[config.mk]
export PLATFORM = sky130hd
export DESIGN_NAME = prio_dec_2to4_buf_flat
export DESIGN_NICKNAME = d
export VERILOG_FILES = /design/src/rtl/prio_pkg.sv /design/src/rtl/prio_dec_2to4_buf_if.sv /design/src/rtl/prio_idx_fifo.sv /design/src/rtl/prio_dec_2to4_buf.sv /design/src/flat_wrapper.sv
export SDC_FILE = /design/constraint.sdc
export NUM_CORES = 1
export LEC_CHECK = 0
export ABC_AREA = 1
export CORE_MARGIN = 1
export CORE_UTILIZATION = 42
export DETAILED_ROUTE_END_ITERATION = 16
export PLACE_DENSITY = 0.73
export RECOVER_POWER = 25
export SETUP_SLACK_MARGIN = 0.3
export SLEW_MARGIN = 0
export SYNTH_ARGS = -nofsm -noshare
export SYNTH_HDL_FRONTEND = slang
export SYNTH_SLANG_ARGS = --single-unit
[constraint.sdc]
create_clock -name clk -period 1.4 [get_ports clk]
set_input_delay 0.28 -clock clk [delete_from_list [all_inputs] [get_ports clk]]
set_output_delay 0.28 -clock clk [all_outputs]
set_load 0.02 [all_outputs]
[src/rtl/prio_pkg.sv]
// ============================================================================
// Module      : prio_pkg
// Description : Index/one-hot widths and decode helper shared by both ends of
//               the 4-to-2 priority-encoder link.
// Revision    : 1.0 - initial release
// ============================================================================
`default_nettype none

package prio_pkg;

    localparam int IDX_W    = 2;
    localparam int ONEHOT_W = 4;

    typedef logic [IDX_W-1:0]    idx_t;
    typedef logic [ONEHOT_W-1:0] onehot_t;

    function automatic onehot_t dec_idx(input idx_t idx);
        return onehot_t'(1) << idx;
    endfunction

endpackage

`default_nettype wire

[src/rtl/prio_dec_2to4_buf_if.sv]
// ============================================================================
// Module      : prio_dec_2to4_buf_if
// Description : Encoder-side input, consumer handshake and debug status of
//               the buffered 2-to-4 decoder.
// Revision    : 1.0 - initial release
// ============================================================================
`default_nettype none

interface prio_dec_2to4_buf_if
    import prio_pkg::*;
#(
    parameter int DEPTH = 2,
    parameter int CNT_W = 8
);

    idx_t                   q;
    logic                   v;
    logic                   in_ready;
    onehot_t                y;
    logic                   y_valid;
    logic                   y_ready;
    logic [$clog2(DEPTH):0] level;
    logic [CNT_W-1:0]       drop_cnt;

    modport master (
        output q, v, y_ready,
        input  in_ready, y, y_valid, level, drop_cnt
    );

    modport slave (
        input  q, v, y_ready,
        output in_ready, y, y_valid, level, drop_cnt
    );

endinterface

`default_nettype wire

[src/rtl/prio_idx_fifo.sv]
// ============================================================================
// Module      : prio_idx_fifo
// Description : Small FIFO of encoded indices; full/empty come from level.
// Revision    : 1.0 - initial release
// ============================================================================
`default_nettype none

module prio_idx_fifo
    import prio_pkg::*;
#(
    parameter int DEPTH = 2
) (
    input  wire logic                   clk,
    input  wire logic                   rst,
    input  wire logic                   push,
    input  wire idx_t                   wdata,
    input  wire logic                   pop,
    output idx_t                        rdata,
    output logic [$clog2(DEPTH):0]      level
);

    localparam int c_PTR_W = $clog2(DEPTH);
    localparam int c_LVL_W = $clog2(DEPTH) + 1;

    idx_t               r_mem [DEPTH];
    logic [c_PTR_W-1:0] r_wr_ptr;
    logic [c_PTR_W-1:0] r_rd_ptr;
    logic [c_LVL_W-1:0] r_level;

    // Storage is not reset; nothing reads it while level is zero.
    always_ff @(posedge clk) begin
        if (push) begin
            r_mem[r_wr_ptr] <= wdata;
        end
    end

    always_ff @(posedge clk) begin
        if (rst) begin
            r_wr_ptr <= '0;
            r_rd_ptr <= '0;
            r_level  <= '0;
        end else begin
            if (push) begin
                r_wr_ptr <= r_wr_ptr + c_PTR_W'(1);
            end
            if (pop) begin
                r_rd_ptr <= r_rd_ptr + c_PTR_W'(1);
            end
            case ({push, pop})
                2'b10:   r_level <= r_level + c_LVL_W'(1);
                2'b01:   r_level <= r_level - c_LVL_W'(1);
                default: r_level <= r_level;
            endcase
        end
    end

    assign rdata = r_mem[r_rd_ptr];
    assign level = r_level;

endmodule

`default_nettype wire

[src/rtl/prio_dec_2to4_buf.sv]
// ============================================================================
// Module      : prio_dec_2to4_buf
// Description : Buffers encoded indices and presents their one-hot decode to
//               a valid/ready consumer; counts cycles lost to a full buffer.
// Revision    : 1.0 - initial release
// ============================================================================
`default_nettype none

module prio_dec_2to4_buf
    import prio_pkg::*;
#(
    parameter int DEPTH = 2,
    parameter int CNT_W = 8
) (
    input  wire logic             clk,
    input  wire logic             rst,
    prio_dec_2to4_buf_if.slave    bus
);

    localparam int                 c_LVL_W = $clog2(DEPTH) + 1;
    localparam logic [c_LVL_W-1:0] c_FULL  = c_LVL_W'(DEPTH);

    logic               w_push;
    logic               w_pop;
    logic               w_in_ready;
    logic               w_y_valid;
    idx_t               w_rdata;
    logic [c_LVL_W-1:0] w_level;
    logic [CNT_W-1:0]   r_drop_cnt;

    // A pop in the same cycle never frees a slot for a push when full.
    assign w_in_ready = (w_level != c_FULL) & ~rst;
    assign w_push     = bus.v & w_in_ready;
    assign w_y_valid  = (w_level != '0);
    assign w_pop      = w_y_valid & bus.y_ready;

    prio_idx_fifo #(
        .DEPTH (DEPTH)
    ) u_fifo (
        .clk   (clk),
        .rst   (rst),
        .push  (w_push),
        .wdata (bus.q),
        .pop   (w_pop),
        .rdata (w_rdata),
        .level (w_level)
    );

    always_ff @(posedge clk) begin
        if (rst) begin
            r_drop_cnt <= '0;
        end else if (bus.v && !w_in_ready && !(&r_drop_cnt)) begin
            r_drop_cnt <= r_drop_cnt + CNT_W'(1);
        end
    end

    assign bus.in_ready = w_in_ready;
    assign bus.y_valid  = w_y_valid;
    assign bus.y        = w_y_valid ? dec_idx(w_rdata) : '0;
    assign bus.level    = w_level;
    assign bus.drop_cnt = r_drop_cnt;

endmodule

`default_nettype wire

[src/flat_wrapper.sv]
// flat-port wrapper written by rule: the top's interface ports become plain ports
module prio_dec_2to4_buf_flat import prio_pkg::*;
#(
    parameter int DEPTH = 2,
    parameter int CNT_W = 8
)
  (clk, rst, bus_q, bus_v, bus_y_ready, bus_in_ready, bus_y, bus_y_valid, bus_level, bus_drop_cnt);
  prio_dec_2to4_buf_if #(.DEPTH(DEPTH), .CNT_W(CNT_W)) bus_i ();
  input  wire logic clk;
  input  wire logic rst;
  input wire logic [$bits(bus_i.q)-1:0] bus_q;
  input wire logic [$bits(bus_i.v)-1:0] bus_v;
  input wire logic [$bits(bus_i.y_ready)-1:0] bus_y_ready;
  output wire logic [$bits(bus_i.in_ready)-1:0] bus_in_ready;
  output wire logic [$bits(bus_i.y)-1:0] bus_y;
  output wire logic [$bits(bus_i.y_valid)-1:0] bus_y_valid;
  output wire logic [$bits(bus_i.level)-1:0] bus_level;
  output wire logic [$bits(bus_i.drop_cnt)-1:0] bus_drop_cnt;
  assign bus_i.q = bus_q;
  assign bus_i.v = bus_v;
  assign bus_i.y_ready = bus_y_ready;
  assign bus_in_ready = bus_i.in_ready;
  assign bus_y = bus_i.y;
  assign bus_y_valid = bus_i.y_valid;
  assign bus_level = bus_i.level;
  assign bus_drop_cnt = bus_i.drop_cnt;
  prio_dec_2to4_buf #(.DEPTH(DEPTH), .CNT_W(CNT_W)) u_core (.clk(clk), .rst(rst), .bus(bus_i));
endmodule
Word level (Yosys, flattened, before mapping)
Memories as Yosys holds them, arrays and structs flattened. A register that Yosys moved wholly into a read port is not among the register bits.
Index checks and enable logic that the tools add are counted.
{"block": "op_classes", "n_addsub": 5, "eq_ne": 3, "shift": 1, "mux": 6, "bitwise": 4, "n_reduce_logical": 7}
{"cell": "8-bit by 1-bit adder with 8-bit output, second input constant", "count": 1}
{"cell": "8-bit AND reduction", "count": 1}
{"cell": "1-bit 2-to-1 mux", "count": 4}
{"cell": "4-bit 2-to-1 mux", "count": 1}
{"cell": "2-bit one-hot mux with 2 select lines", "count": 1}
{"cell": "2-bit nonzero test", "count": 2}
{"cell": "1-bit by 2-bit left shift with 4-bit output, first input constant", "count": 1}
{"cell": "1-bit bitwise AND", "count": 3}
{"cell": "1-bit adder, second input constant", "count": 2}
{"cell": "2-bit by 1-bit adder with 2-bit output, second input constant", "count": 1}
{"cell": "2-bit by 1-bit == test with 1-bit output, second input constant", "count": 1}
{"cell": "2-bit == test, second input constant", "count": 1}
{"cell": "1-bit logical AND", "count": 2}
{"cell": "1-bit zero test", "count": 2}
{"cell": "2-bit inequality test, second input constant", "count": 1}
{"cell": "2-bit by 1-bit subtractor with 2-bit output, second input constant", "count": 1}
{"cell": "1-bit NOT", "count": 1}
{"block": "totals", "ff_bits": 12, "ramBits": 4, "out_inout_bits": 16, "word_cells": 31, "memories": 1}
{"name": "u_core.u_fifo.r_mem", "words": 2, "width": 2, "read_ports": 1, "rd_clocked_by_memory_dff": 1, "wr": 1, "line": "prio_idx_fifo.sv:25", "rtl": "idx_t r_mem [DEPTH];"}

Logic depth before layout (Yosys ltp)
{"block": "logic_depth", "word_depth": 5, "depth_mapped": 10, "mapped_depth_nobuf": 10}

Cells and area by module
Synthesis repeated with hierarchy kept, for this count alone.
{"block": "unflattened", "cells_unflattened": 126, "area_unflattened_um2": 915.9}
{"mod": "prio_dec_2to4_buf", "instances": 1, "cells_each": 90, "area_each_um2": 559.3, "seq_area_each_um2": 160.2}
{"mod": "prio_idx_fifo", "instances": 1, "cells_each": 36, "area_each_um2": 356.6, "seq_area_each_um2": 220.2}

Worst setup path before layout
No wires, ideal clock.
{"block": "synth_timing", "kind": "register to register", "start": "register u_core.u_fifo.r_level[0], in the netlist u_core.u_fifo.level[0]", "end": "register u_core.u_fifo.r_level[1], in the netlist u_core.u_fifo.level[1]", "t_arrival_ns": 1.683, "required_time_ns": 1.278, "path_slack_ns": -0.405, "stages_incl_launch_ff": 11, "path_buffers": 0, "synth_period_minus_slack_ns": 1.805, "path_cell_list": "dfxtp_1 -> inv_2 -> nand2_4 -> nand2_1 -> inv_1 -> nand2_2 -> ha_1 -> a21oi_1 -> o21ai_0 -> o21ai_0 -> a21oi_1"}
{"block": "synth_between", "elab_chain_len": 5}
{"item": "start, declared", "line": "prio_idx_fifo.sv:28", "rtl": "logic [c_LVL_W-1:0] r_level;"}
{"item": "start signal, assigned", "line": "prio_idx_fifo.sv:50", "rtl": "2'b10: r_level <= r_level + c_LVL_W'(1);"}
{"item": "start signal, assigned", "line": "prio_idx_fifo.sv:51", "rtl": "2'b01: r_level <= r_level - c_LVL_W'(1);"}
{"item": "start signal, assigned", "line": "prio_idx_fifo.sv:52", "rtl": "default: r_level <= r_level;"}
{"item": "2-bit inequality test (*)", "line": "prio_dec_2to4_buf.sv:32", "rtl": "assign w_in_ready = (w_level != c_FULL) & ~rst;"}
{"item": "1-bit bitwise AND (*)", "line": "prio_dec_2to4_buf.sv:32"}
{"item": "via bus_in_ready", "line": "flat_wrapper.sv:14", "rtl": "output wire logic [$bits(bus_i.in_ready)-1:0] bus_in_ready;"}
{"item": "1-bit bitwise AND (*)", "line": "prio_dec_2to4_buf.sv:33", "rtl": "assign w_push = bus.v & w_in_ready;"}
{"item": "2-bit by 1-bit == test with 1-bit output / 2-bit == test (equally long branches)", "line": "prio_idx_fifo.sv:49", "rtl": "case ({push, pop})"}
{"item": "2-bit one-hot mux with 2 select lines / 2-bit nonzero test (equally long branches)"}
Mark *: on every way through the listed nets, which the timed path passes. The rest lies on a longest branch.
A chain may end at the register's enable or synchronous reset.

==> results.sh <==
export IMPL_outcome="finished with violations"
export IMPL_failed_checks="setup timing"
export IMPL_slew_headroom=0.813
export IMPL_clock_path_buffers=2
export IMPL_synthCells=120
export IMPL_grt_remaining_overflow=0
export IMPL_crit_chain="inv_2 -> or2_4 -> o21ai_4 -> buf_6 -> nor2_4 -> buf_6"
export IMPL_critPathMaxFanout=2
export IMPL_cts_root_buf="clkbuf_4"
export IMPL_stdcell_count=197
export IMPL_cts_buffers=3
export IMPL_final_layout_size_suffix_gt1_frac=0.594
export IMPL_rsz0062_at_grt="true"
export IMPL_hp_class="in -> reg"
export IMPL_drc_errors=0
export IMPL_gp_congestion=0.803
export IMPL_n_antenna_cell=0
export IMPL_dp_cells=180
export IMPL_worstSetupPathType="reg -> out"
export IMPL_power_density_nw_per_um2=937
export IMPL_clock_latency_ns=0.29
export IMPL_avgSynthCellArea_um2=7.33
export IMPL_p_total_mw=1.55
export IMPL_cpPeakStageDelay_ns=0.35
export IMPL_worst_slack_ns=-0.168
export IMPL_fillers=109
export IMPL_cap_viol_max_count=0
export IMPL_start_util=0.448
export IMPL_wl_per_cell_um=13.6
export IMPL_yosysSeqAreaShare=0.432
export IMPL_max_freq_mhz=638
export IMPL_cellLeakagePower_nw=0.696
export IMPL_register_area_um2=410
export IMPL_hpwl_um=1570
export IMPL_std_cell_rows=16
export IMPL_grt_pass1_vias=846
export IMPL_multiInputGateArea_um2=641
export IMPL_synth_nets=128
export IMPL_die_w_um=47.8
export IMPL_crit_slowest_cell="dfxtp_2"
export IMPL_ir_worst_vdd_mv=0.814
export IMPL_grt_usage=0.212
export IMPL_antenna_left=0
export IMPL_ios=22
export IMPL_grt_max_degree=12
export IMPL_end_kind="primary output"
export IMPL_die_height_um=47.8
export IMPL_hold_viol_final=0
export IMPL_grt_pass1_wl_um=3350
export IMPL_nNetsFinal=179
export IMPL_startpoint_type="flip-flop"
export IMPL_vias_per_cell=5.03
export IMPL_path_common_cell="buf_6"
export IMPL_skew_ns=0.00351
export IMPL_core_um2=1960
export IMPL_die_area_um2=2280
export IMPL_drtIter0Drc=18
export IMPL_slew_violations=0
export IMPL_path_clk_slew_ns=0.10
export IMPL_drt_pass1_iter_count=4
export IMPL_period_needed_ns=1.57
export IMPL_worst_pin_slew_ns=0.280
export IMPL_finalSetupViolations=10
export IMPL_area_growth_pct=88.5
export IMPL_synth_distinct_cells=20
export IMPL_cts_sinks=17
export IMPL_period_share=1.12
export IMPL_cts_tree="built"
export IMPL_grt_antenna_before_repair=0
export IMPL_htreeDepth=1
export IMPL_port_buffers=21
export IMPL_ys_warnings_count=0
export IMPL_via_count=990
export IMPL_crit_arrival_ns=1.29
export IMPL_syn_area_um2=880
export IMPL_cp_data_required_time_ns=1.12
export IMPL_synth_seq_cells=17
export IMPL_finalWirelength_um=2680
## logic make-up (layout without fill, tap and decap cells)
| family | count (synthesis) | after routing | synth area share |
|---|---|---|---|
| AND/OR/NAND/NOR | 58 | 58 | 0.303 |
| AO/OA/AOI/OAI | 26 | 26 | 0.164 |
| adder cells (fa/ha/maj) | 2 | 2 | 0.0284 |
| flip-flops | 17 | 17 | 0.432 |
| buffers and inverters | 17 | 67 | 0.0725 |
## stage by stage
step	worst slack, ns	area, um2	setup TNS (ns)	util	hold WS [ns]
global placement	-0.436	1340	-5.58	0.680	0.434
detailed placement	-0.442	1340	-5.86	0.680	0.451
CTS	-0.192	1500	-0.768	0.765	0.484
finish	-0.168	1660	-1.14	0.845	0.335
global route	-0.250	1660	-1.92	0.845	0.339
floorplan	0.0167	997	0	-	0.342
## final cells by class
class	instances	share of cell area
multi-input combinational	86	0.386
timing repair buffer	47	0.288
sequential	17	0.248
clock buffer	4	0.0158
inverter	16	0.0423
tap	27	0.0204
## cell usage after synthesis (all sizes together)
| cell type | count | area [um2] |
|---|---|---|
| o21ai | 12 | 60.1 |
| dfxtp | 13 | 260 |
| nand3b | 1 | 7.51 |
| a21oi | 13 | 76.3 |
| ha | 2 | 25.0 |
| buf | 1 | 3.75 |
| or2 | 1 | 6.26 |
| nand4 | 2 | 12.5 |
| nor2 | 19 | 78.8 |
| inv | 16 | 60.1 |
| edfxtp | 4 | 120 |
| nand2 | 29 | 131 |
| o21a | 1 | 7.51 |
| nor3 | 1 | 5.00 |
| nand3 | 5 | 25.0 |
## state kept, by name, summed over array words and instances, names as in the netlist, named ones only
signal and flops:
u_core.bus.drop_cnt 8, u_core.u_fifo.level 2, u_core.u_fifo.r_mem 4, u_core.u_fifo.r_rd_ptr 1, u_core.u_fifo.r_wr_ptr 1
## critical path: cells and delay by family (launching register included)
family	cells	cell delay (ns)
DFF	1	0.35
buffers and inverters	3	0.30
and+or+nand+nor	2	0.29
AOI/OAI and AO/OA	1	0.07
## worst paths after layout
kind,from,to,slack (ns),cells after the start
hold reg to reg,u_core.bus.drop_cnt[4],u_core.bus.drop_cnt[4],0.51,2
hold / removal,rst,u_core.bus.drop_cnt[4],0.33,3
setup reg to reg,u_core.u_fifo.level[0],u_core.u_fifo.level[1],-0.12,11
setup / recovery,flip-flop,bus_y[1],-0.17,6
## what timing repair did
item / in CTS / in global routing
resized for setup: 127 / 31
gates cloned: 0 / 0
setup endpoints to repair: 33 / 33
setup buffers: 6 / 7
pin swaps: 12 / 12
hold buffers: 0 / 0
## metal layers
metal / GRT usage / vias up / wire length, um
li1: - / 497 / -
met1: 0.216 / 462 / 1110
met2: 0.400 / 25 / 1410
met3: 0.0415 / 6 / 92
met4: 0.117 / 0 / 56
met5: 0 / - / 0
## placed cells by master, fill, tap and decap left out, drive strengths merged
cell	netlist	layout
nor2	19	19
nand3b	1	1
clkinv	0	1
buf	1	42
or2	1	1
ha	2	2
nand3	5	5
nand2	29	29
o21ai	12	12
a21oi	13	13
dlymetal6s2s	0	1
inv	16	15
nand4	2	2
edfxtp	4	4
clkbuf	0	4
o21a	1	1
dlygate4sd3	0	2
dfxtp	13	13
clkdlybuf4s50	0	2
nor3	1	1
## report_power, final
part	switching, mW	internal, mW
sequential	0.0402	0.537
combinational	0.349	0.369
clock	0.148	0.111
total	0.538	1.02
Note: power is estimated with default switching activity, not from simulation.
